==> src/rtl/draw_pkg.sv <==
// Shared defaults, mode encodings and controller states for the rectangle drawer.
package draw_pkg;
  localparam int DEF_COORD_W  = 10;
  localparam int DEF_COL_W    = 3;
  localparam int DEF_SCREEN_W = 160;
  localparam int DEF_SCREEN_H = 120;

  typedef enum logic [1:0] {
    MODE_FILL    = 2'b00,
    MODE_OUTLINE = 2'b01,
    MODE_ERASE   = 2'b10,
    MODE_RSVD    = 2'b11
  } mode_t;

  typedef enum logic [1:0] {
    S_IDLE = 2'b00,
    S_DRAW = 2'b01,
    S_DONE = 2'b10
  } state_t;
endpackage

==> src/rtl/rect_draw_ctrl.sv <==
// Sequencing FSM for rect_draw: accepts a request, tracks the scan, pulses done.
module rect_draw_ctrl
  import draw_pkg::*;
(
  input  logic   clk,
  input  logic   resetn,
  input  logic   start,
  input  logic   zero_size,
  input  logic   last,
  output state_t state,
  output logic   busy,
  output logic   done
);

  always_ff @(posedge clk or negedge resetn) begin
    if (!resetn) begin
      state <= S_IDLE;
      busy  <= 1'b0;
      done  <= 1'b0;
    end else begin
      case (state)
        S_IDLE: begin
          if (start) begin
            busy <= 1'b1;
            // Degenerate rectangles skip the scan entirely.
            if (zero_size) begin
              state <= S_DONE;
              done  <= 1'b1;
            end else begin
              state <= S_DRAW;
            end
          end
        end
        S_DRAW: begin
          if (last) begin
            state <= S_DONE;
            done  <= 1'b1;
          end
        end
        S_DONE: begin
          state <= S_IDLE;
          busy  <= 1'b0;
          done  <= 1'b0;
        end
        default: begin
          state <= S_IDLE;
          busy  <= 1'b0;
          done  <= 1'b0;
        end
      endcase
    end
  end

endmodule

==> src/rtl/rect_draw.sv <==
// Rectangle rasteriser: column-major scan, screen clipping, fill/outline/erase,
// one registered pixel write per cycle.
module rect_draw
  import draw_pkg::*;
#(
  parameter int COORD_W  = DEF_COORD_W,
  parameter int COL_W    = DEF_COL_W,
  parameter int SCREEN_W = DEF_SCREEN_W,
  parameter int SCREEN_H = DEF_SCREEN_H
) (
  input  logic               clk,
  input  logic               resetn,
  input  logic               start,
  input  logic [COORD_W-1:0] x_in,
  input  logic [COORD_W-1:0] y_in,
  input  logic [COORD_W-1:0] w_in,
  input  logic [COORD_W-1:0] h_in,
  input  logic [COL_W-1:0]   colour_in,
  input  logic [1:0]         mode,
  output logic               writeEn,
  output logic [COORD_W-1:0] x_out,
  output logic [COORD_W-1:0] y_out,
  output logic [COL_W-1:0]   colour,
  output logic               busy,
  output logic               done
);

  localparam logic [COORD_W-1:0] ONE   = COORD_W'(1);
  localparam logic [COORD_W:0]   LIM_X = (COORD_W+1)'(SCREEN_W);
  localparam logic [COORD_W:0]   LIM_Y = (COORD_W+1)'(SCREEN_H);

  state_t             state;
  logic [COORD_W-1:0] cap_x, cap_y, cap_w, cap_h;
  logic [COL_W-1:0]   cap_col;
  mode_t              cap_mode;
  logic [COORD_W-1:0] cx, cy;

  logic               is_idle, is_draw, zero_size, last, load, step;
  logic [COORD_W-1:0] src_x, src_y, src_w, src_h;
  logic [COL_W-1:0]   src_col;
  mode_t              src_mode;
  logic [COORD_W-1:0] nx_cx, nx_cy;
  logic [COORD_W:0]   sum_x, sum_y;
  logic               border, pix_we;
  logic [COL_W-1:0]   pix_col;

  function automatic logic on_screen(input logic [COORD_W:0] sx, input logic [COORD_W:0] sy);
    return (sx < LIM_X) && (sy < LIM_Y);
  endfunction

  rect_draw_ctrl u_ctrl (
    .clk       (clk),
    .resetn    (resetn),
    .start     (start),
    .zero_size (zero_size),
    .last      (last),
    .state     (state),
    .busy      (busy),
    .done      (done)
  );

  assign is_idle   = (state == S_IDLE);
  assign is_draw   = (state == S_DRAW);
  assign zero_size = (w_in == '0) || (h_in == '0);
  assign last      = is_draw && (cx == cap_w - ONE) && (cy == cap_h - ONE);
  assign load      = is_idle && start && !zero_size;
  assign step      = is_draw && !last;

  // The first pixel is issued on the accepting edge, so it is built from the live inputs.
  always_comb begin
    src_x    = is_idle ? x_in : cap_x;
    src_y    = is_idle ? y_in : cap_y;
    src_w    = is_idle ? w_in : cap_w;
    src_h    = is_idle ? h_in : cap_h;
    src_col  = is_idle ? colour_in : cap_col;
    src_mode = is_idle ? mode_t'(mode) : cap_mode;

    nx_cx = cx;
    nx_cy = cy;
    if (load) begin
      nx_cx = '0;
      nx_cy = '0;
    end else if (step) begin
      if (cy == cap_h - ONE) begin
        nx_cx = cx + ONE;
        nx_cy = '0;
      end else begin
        nx_cy = cy + ONE;
      end
    end

    sum_x  = {1'b0, src_x} + {1'b0, nx_cx};
    sum_y  = {1'b0, src_y} + {1'b0, nx_cy};
    border = (nx_cx == '0) || (nx_cx == src_w - ONE) ||
             (nx_cy == '0) || (nx_cy == src_h - ONE);
    pix_we  = on_screen(sum_x, sum_y) && ((src_mode != MODE_OUTLINE) || border);
    pix_col = (src_mode == MODE_ERASE) ? '0 : src_col;
  end

  always_ff @(posedge clk or negedge resetn) begin
    if (!resetn) begin
      cap_x    <= '0;
      cap_y    <= '0;
      cap_w    <= '0;
      cap_h    <= '0;
      cap_col  <= '0;
      cap_mode <= MODE_FILL;
      cx       <= '0;
      cy       <= '0;
      writeEn  <= 1'b0;
      x_out    <= '0;
      y_out    <= '0;
      colour   <= '0;
    end else begin
      if (is_idle && start) begin
        cap_x    <= x_in;
        cap_y    <= y_in;
        cap_w    <= w_in;
        cap_h    <= h_in;
        cap_col  <= colour_in;
        cap_mode <= mode_t'(mode);
      end
      // Output stage: pixel coordinate, colour and strobe leave together.
      if (load || step) begin
        cx      <= nx_cx;
        cy      <= nx_cy;
        writeEn <= pix_we;
        x_out   <= sum_x[COORD_W-1:0];
        y_out   <= sum_y[COORD_W-1:0];
        colour  <= pix_col;
      end else begin
        writeEn <= 1'b0;
      end
    end
  end

endmodule

==> config.mk <==
export PLATFORM = sky130hd
export DESIGN_NAME = rect_draw
export DESIGN_NICKNAME = d
export VERILOG_FILES = /design/src/rtl/draw_pkg.sv /design/src/rtl/rect_draw_ctrl.sv /design/src/rtl/rect_draw.sv
export SDC_FILE = /design/constraint.sdc
export NUM_CORES = 1
export LEC_CHECK = 0
export ABC_AREA = 1
export CAP_MARGIN = 10
export CORE_MARGIN = 5
export CORE_UTILIZATION = 35
export DETAILED_ROUTE_END_ITERATION = 6
export GPL_TIMING_DRIVEN = 0
export MAX_ROUTING_LAYER = met4
export PLACE_DENSITY = 0.51
export SKIP_CTS_REPAIR_TIMING = 1
export SYNTH_ARGS = -nofsm -noshare
export SYNTH_HDL_FRONTEND = slang
export SYNTH_SLANG_ARGS = --single-unit
==> constraint.sdc <==
create_clock -name clk -period 4.69 [get_ports clk]
set_input_delay 0.469 -clock clk [delete_from_list [all_inputs] [get_ports clk]]
set_output_delay 0.469 -clock clk [all_outputs]
set_load 0.05 [all_outputs]
======== Yosys cells after proc, flatten, opt, wreduce, memory -nomap -nowiden ========
Cells that the tools add are included.
storage, ports and cells
  flip-flop bits (word level) ............. 93
  bits in latches ......................... 0
  RAM bits ................................ 0
  bits in read-only memories .............. 0
  input port bits ......................... 48
  output and inout bits ................... 26
  word-level logic and storage cells ...... 83
  memories ................................ 0
operators by class
  $add $sub $neg .......................... 8
  multipliers ............................. 0
  div/mod/pow operators ................... 0
  $lt $le $gt $ge ......................... 2
  equality and inequality tests ........... 10
  shift-type cells ........................ 0
  muxes and demuxes ....................... 24
  bitwise logic cells ..................... 1
  reductions and logical operators ........ 23
operators by type and width
  kind                                                         count
  two-way mux 10 bit                                           10
  equality test 10 bit                                         4
  zero test 10 bit                                             4
  subtractor 10 x 1 -> 10 bit, second input constant           4
  adder 10 x 10 -> 11 bit                                      2
  adder 10 x 1 -> 10 bit, second input constant                2
  less-than comparator 11 x 7 -> 1 bit, second input constant  1
  less-than comparator 11 x 8 -> 1 bit, second input constant  1
  two-way mux 2 bit                                            4
  logical AND 1 bit                                            7
  logical OR 1 bit                                             6
  two-way mux 3 bit                                            2
  != test 2 x 1 -> 1 bit, second input constant                3
  two-way mux 1 bit                                            5
  one-hot mux 1 bit (2 select lines)                           2
  one-hot mux 2 bit (2 select lines)                           1
  AND reduction 2 bit                                          2
  AND reduction 3 bit                                          1
  equality test 2 x 1 -> 1 bit, second input constant          1
  equality test 2 bit, second input constant                   1
  zero test 1 bit                                              2
  zero test 2 bit                                              1
  != test 2 bit, second input constant                         1
  inverter 1 bit                                               1

======== Depth between registers and ports, before layout ========
  depth after elaboration ................. 15
  gate-level depth with buffers ........... 34
  gate-level depth less buffers ........... 33

======== Hierarchy ========
Synthesis repeated with hierarchy kept, for this count alone.
unflattened totals
  cell total of the unflattened synthesis .. 1109
  area total of the unflattened synthesis .. 7502.2 um2
by module, submodules not included
  module          instances  cells an instance  area an instance (um2)  seq. area each (um2)
  rect_draw       1          1090               7333.3                  2227.1
  rect_draw_ctrl  1          19                 168.9                   100.1

======== Worst setup path after synthesis ========
No wires, ideal clock.
  path kind ............................... register -> register
  start point ............................. register cap_h[0]
  end point ............................... register writeEn
  library setup time ...................... 71 ps
  arrival ................................. 3696 ps
  required time ........................... 4619 ps
  slack ................................... 922 ps
  cell stages (with the launch flop) ...... 32
  path buffers ............................ 1
  period minus slack after synthesis ...... 3768 ps
  cells stage by stage .................... dfrtp_1 inv_2 ha_1 inv_1 nand2_1 nand2_1 nand2_1 nand2_1 nor2_1 nand2_1 nor2_1 nand2_2 nor2_8 a21boi_2 buf_6 nand2_2 nand2_2 ha_1 fa_1 a31oi_1 o21ai_0 nand2_1 nand2_1 a21oi_1 xor2_1 nor2_1 nand3_1 nor2_1 nand2_1 nor2_1 nand3_1 nor2_1
between the ends
  cells in the longest elaborated chain, start to end .. 14
  elaborated cells on any way between the ends .. 29
  those cells by class .................... add/sub: 4; order compare: 2; eq/ne: 3; mux: 8; reduce/logical: 12
ends and longest elaborated chain
  element                                                          line                              source
  start, declared                                                  rect_draw.sv:33                   logic [COORD_W-1:0] cap_x, cap_y, cap_w, cap_h;
  start signal, assigned                                           rect_draw.sv:119                  cap_h <= h_in;
  subtractor 10 x 1 -> 10 bit *                                    rect_draw.sv:65, rect_draw.sv:84
  equality test 10 bit *                                           rect_draw.sv:65, rect_draw.sv:84
  logical AND 1 bit                                                rect_draw.sv:65                   assign last = is_draw && (cx == cap_w - ONE) && (cy == cap_h - ONE);
  zero test 1 bit                                                  rect_draw.sv:67                   assign step = is_draw && !last;
  logical AND 1 bit                                                rect_draw.sv:67
  two-way mux 10 bit *                                             rect_draw.sv:83                   end else if (step) begin
  two-way mux 10 bit *                                             rect_draw.sv:80                   if (load) begin
  named net nx_cx[0]                                               rect_draw.sv:42                   logic [COORD_W-1:0] nx_cx, nx_cy;
  branches (longest 5 deep; another with adder 10 x 10 -> 11 bit)  -
  logical AND 1 bit *                                              rect_draw.sv:96                   pix_we = on_screen(sum_x, sum_y) && ((src_mode != MODE_OUTLINE) || border);
  two-way mux 1 bit *                                              rect_draw.sv:124                  if (load || step) begin
  end signal, assigned                                             rect_draw.sv:127                  writeEn <= pix_we;
  end, declared                                                    rect_draw.sv:20                   output logic writeEn,
Mark *: on every way through the listed nets, which the timed path passes.
A chain may end at the register's enable or synchronous reset.

======== Worst setup path in the final report ========
Same ends and word-level chain as after synthesis.

==> results.yml <==
floorplan:
  die-area_sq_um: 23800
  core-area_sq_um: 20400
  die_x_um: 154
  die_y_um: 154
  io_pins: 74
  initial_utilization: 0.357
  row_count: 52
placement:
  numPortBuffers: 73
  gp_congestion: 0.900
  dp_cells: 1425
  place_area_sq_um: 8370
  hpwl_um: 17900
job:
  cap_violations: 0
timing:
  slew_violations: 0
  tightest_slew_ps: 802
  slew_headroom: 0.466
  fmax_mhz: 233
  clock_skew_ps: 11.1
  holdWs_ps: 74.0
  finalSetupViolations: 0
  post-route-period-util: 0.915
  hold_viol_final: 0
  finalWorstPathRequiredPeriod_ps: 4290
cts:
  h-tree-depth: 3
  cts-root-buf: "clkbuf_16"
  insertion_delay_ps: 360
  cts_buffer_depth: 2
  cts_made_buffers: 9
  clkSinkCount: 93
  cts_tree: "done"
  cts.clk_slew.worst_paths_ps: 80
worst_hold_path:
  hold_class: "in -> async"
route:
  route.detailed.drc: 0
  finalWirelength_um: 22500
  via_per_inst: 4.84
  first_pass_iters: 5
  drt_iter0_drc: 406
  antenna_left: 0
  wl_per_cell_um: 15.6
  vias: 6964
synth:
  synth_edf_count: 0
  synth_flop_cell: "dfrtp_1"
  syn_avg_cell_area_sq_um: 6.73
  seq_area_frac_synth: 0.320
  ys_top_cells_by_area: "dfrtp_1 (32%), nand2_1 (17%), inv_1 (8.5%)"
  yosysTopAreaCellShare: 0.320
  synth_warnings: 0
  async_flop_share: 1.00
  syn_inst: 1081
  ys_ff_latch: 93
  yosysTopAreaCell: "dfrtp_1"
  synth_cell_type_count: 46
  syn-num-nets: 1156
  syn-cell-area_sq_um: 7280
critical_path:
  start_kind: "flip-flop"
  reg2reg_slack_ps: 400
  ff2ff_path_depth: 34
  worstPathArrival_ps: 4590
  cp-end-kind: "flip-flop"
  critPathMaxStageDelay_ps: 450
  crit_top_cell: "nand2_1"
  crit_fanout: 10
  regToRegStartpoint: "cap_h[0]"
  path_buf_inv: 5
  cp_slowest_cell: "dfrtp_2"
  crit_type: "reg -> reg"
  cp.required_ps: 4990
  path_delay_family: "simple AND/OR/NAND/NOR gates"
  reg2reg_to: "writeEn"
layout:
  drive_gt1_frac: 0.0803
  fin_nets: 1240
  area_delta_synth_final_pct: 20.1
  fin_cells: 1440
  finalInstanceArea_sq_um: 8750
  antenna_cells_inserted: 0
global_route:
  grt_pass1_wl_um: 35900
  grt_max_degree: 62
  antenna_found_initial: 1
  grt_pass1_vias: 6617
  overflow: 0
  grt_usage: 0.197
status:
  status: "complete, no violations"
[registers in the layout, summed over array words and instances (netlist names), 2 cells and up]
signal / flops
cap_h: 10
cap_w: 10
cap_x: 10
cap_y: 10
cx: 10
cy: 10
x_out: 10
y_out: 10
cap_col: 3
colour: 3
cap_mode: 2
u_ctrl.state: 2
[cell families (layout without fill, tap and decap cells)]
family,Yosys count,count (layout),synth area share
AO/OA/AOI/OAI,151,151,0.110
flip-flops,93,93,0.320
XOR/XNOR,60,60,0.0722
buffers and inverters,200,289,0.109
adder cells (fa/ha/maj),27,27,0.0485
AND/OR/NAND/NOR,550,550,0.341
[through the flow]
| step | util | worst slack (ps) | TNS [ps] |
|---|---|---|---|
| detailed placement | 0.411 | -961 | -2210 |
| global placement | 0.410 | -990 | -75860 |
| global route | 0.429 | -24.0 | -24.0 |
| CTS | 0.426 | -607 | -850 |
| floorplan | - | 922 | 0 |
| finish | 0.429 | 397 | 0 |
[layout by cell type, fill, tap and decap left out, types with 5 or more instances in the layout]
master and count:
ha_1 22, nand3_2 10, clkdlybuf4s50_1 72, or2_2 7, nor4_1 6, inv_1 163
nor2_1 73, dfrtp_1 92, clkbuf_16 9, xor2_1 48, o21ai_0 114, nand3_1 65
nand2_1 327, buf_2 7, a21oi_1 11, nand2_2 11, o21ai_1 9, clkbuf_1 16
nand4_1 23, xnor2_1 12, inv_2 5
[how the worst max path moves through the flow]
stage	from	to	cells past startpoint
after global routing	cap_w[0]	writeEn	32
final	cap_h[0]	writeEn	34
after global placement	w_in[7]	writeEn	24
after detailed placement	w_in[7]	writeEn	24
after floorplan	cap_h[0]	writeEn	31
after CTS	w_in[7]	writeEn	24
[cell usage after synthesis (2+ instances only)]
cell type	count
inv_2	4
o21ai_2	2
inv_1	164
a21oi_1	13
xnor2_1	12
nor4_1	7
dfrtp_1	93
nand3_2	10
nand2_2	10
nand4_2	2
nand3_1	65
a31oi_1	4
o21bai_1	2
nor2_4	3
buf_6	3
clkbuf_2	2
a21o_1	2
or2_2	7
nor2_1	74
ha_1	25
nand3b_1	4
o21ai_0	117
nor2_2	4
nand4_1	23
buf_4	2
clkbuf_1	17
o21ai_1	6
fa_1	2
nand2_1	328
nor2_8	2
xor2_1	48
nor3_1	4
buf_2	7
[worst register-to-register path, delay by kind of cell (launching register included)]
family / cells / cell delay (ps)
AO/OA/AOI/OAI: 5 / 770
adder cells (fa/ha/maj): 2 / 490
buffers and inverters: 5 / 460
flip-flops: 1 / 450
AND/OR/NAND/NOR: 22 / 2020
[cell type report]
class                   instances  area (sq um)
clock inverters                 5          65.1
inverters                     168           631
plain buffers                  31           161
flip-flops and latches         93          2330
repair buffers                 74           756
multi-input cells             788          4220
fillers                      2216         11600
clock buffers                  11           243
well taps                     270           338
[metal layers]
| layer | track usage | share of wire | routed length (um) |
|---|---|---|---|
| met1 | 0.255 | 0.47 | 10500 |
| met2 | 0.323 | 0.48 | 10700 |
| met3 | 0.0212 | 0.030 | 670 |
| met4 | 0.0643 | 0.024 | 543 |
| met5 | - | 0 | 0 |
Power is not shown: default switching activity piles up to over one toggle a cycle in this logic, so the estimate is an artifact.
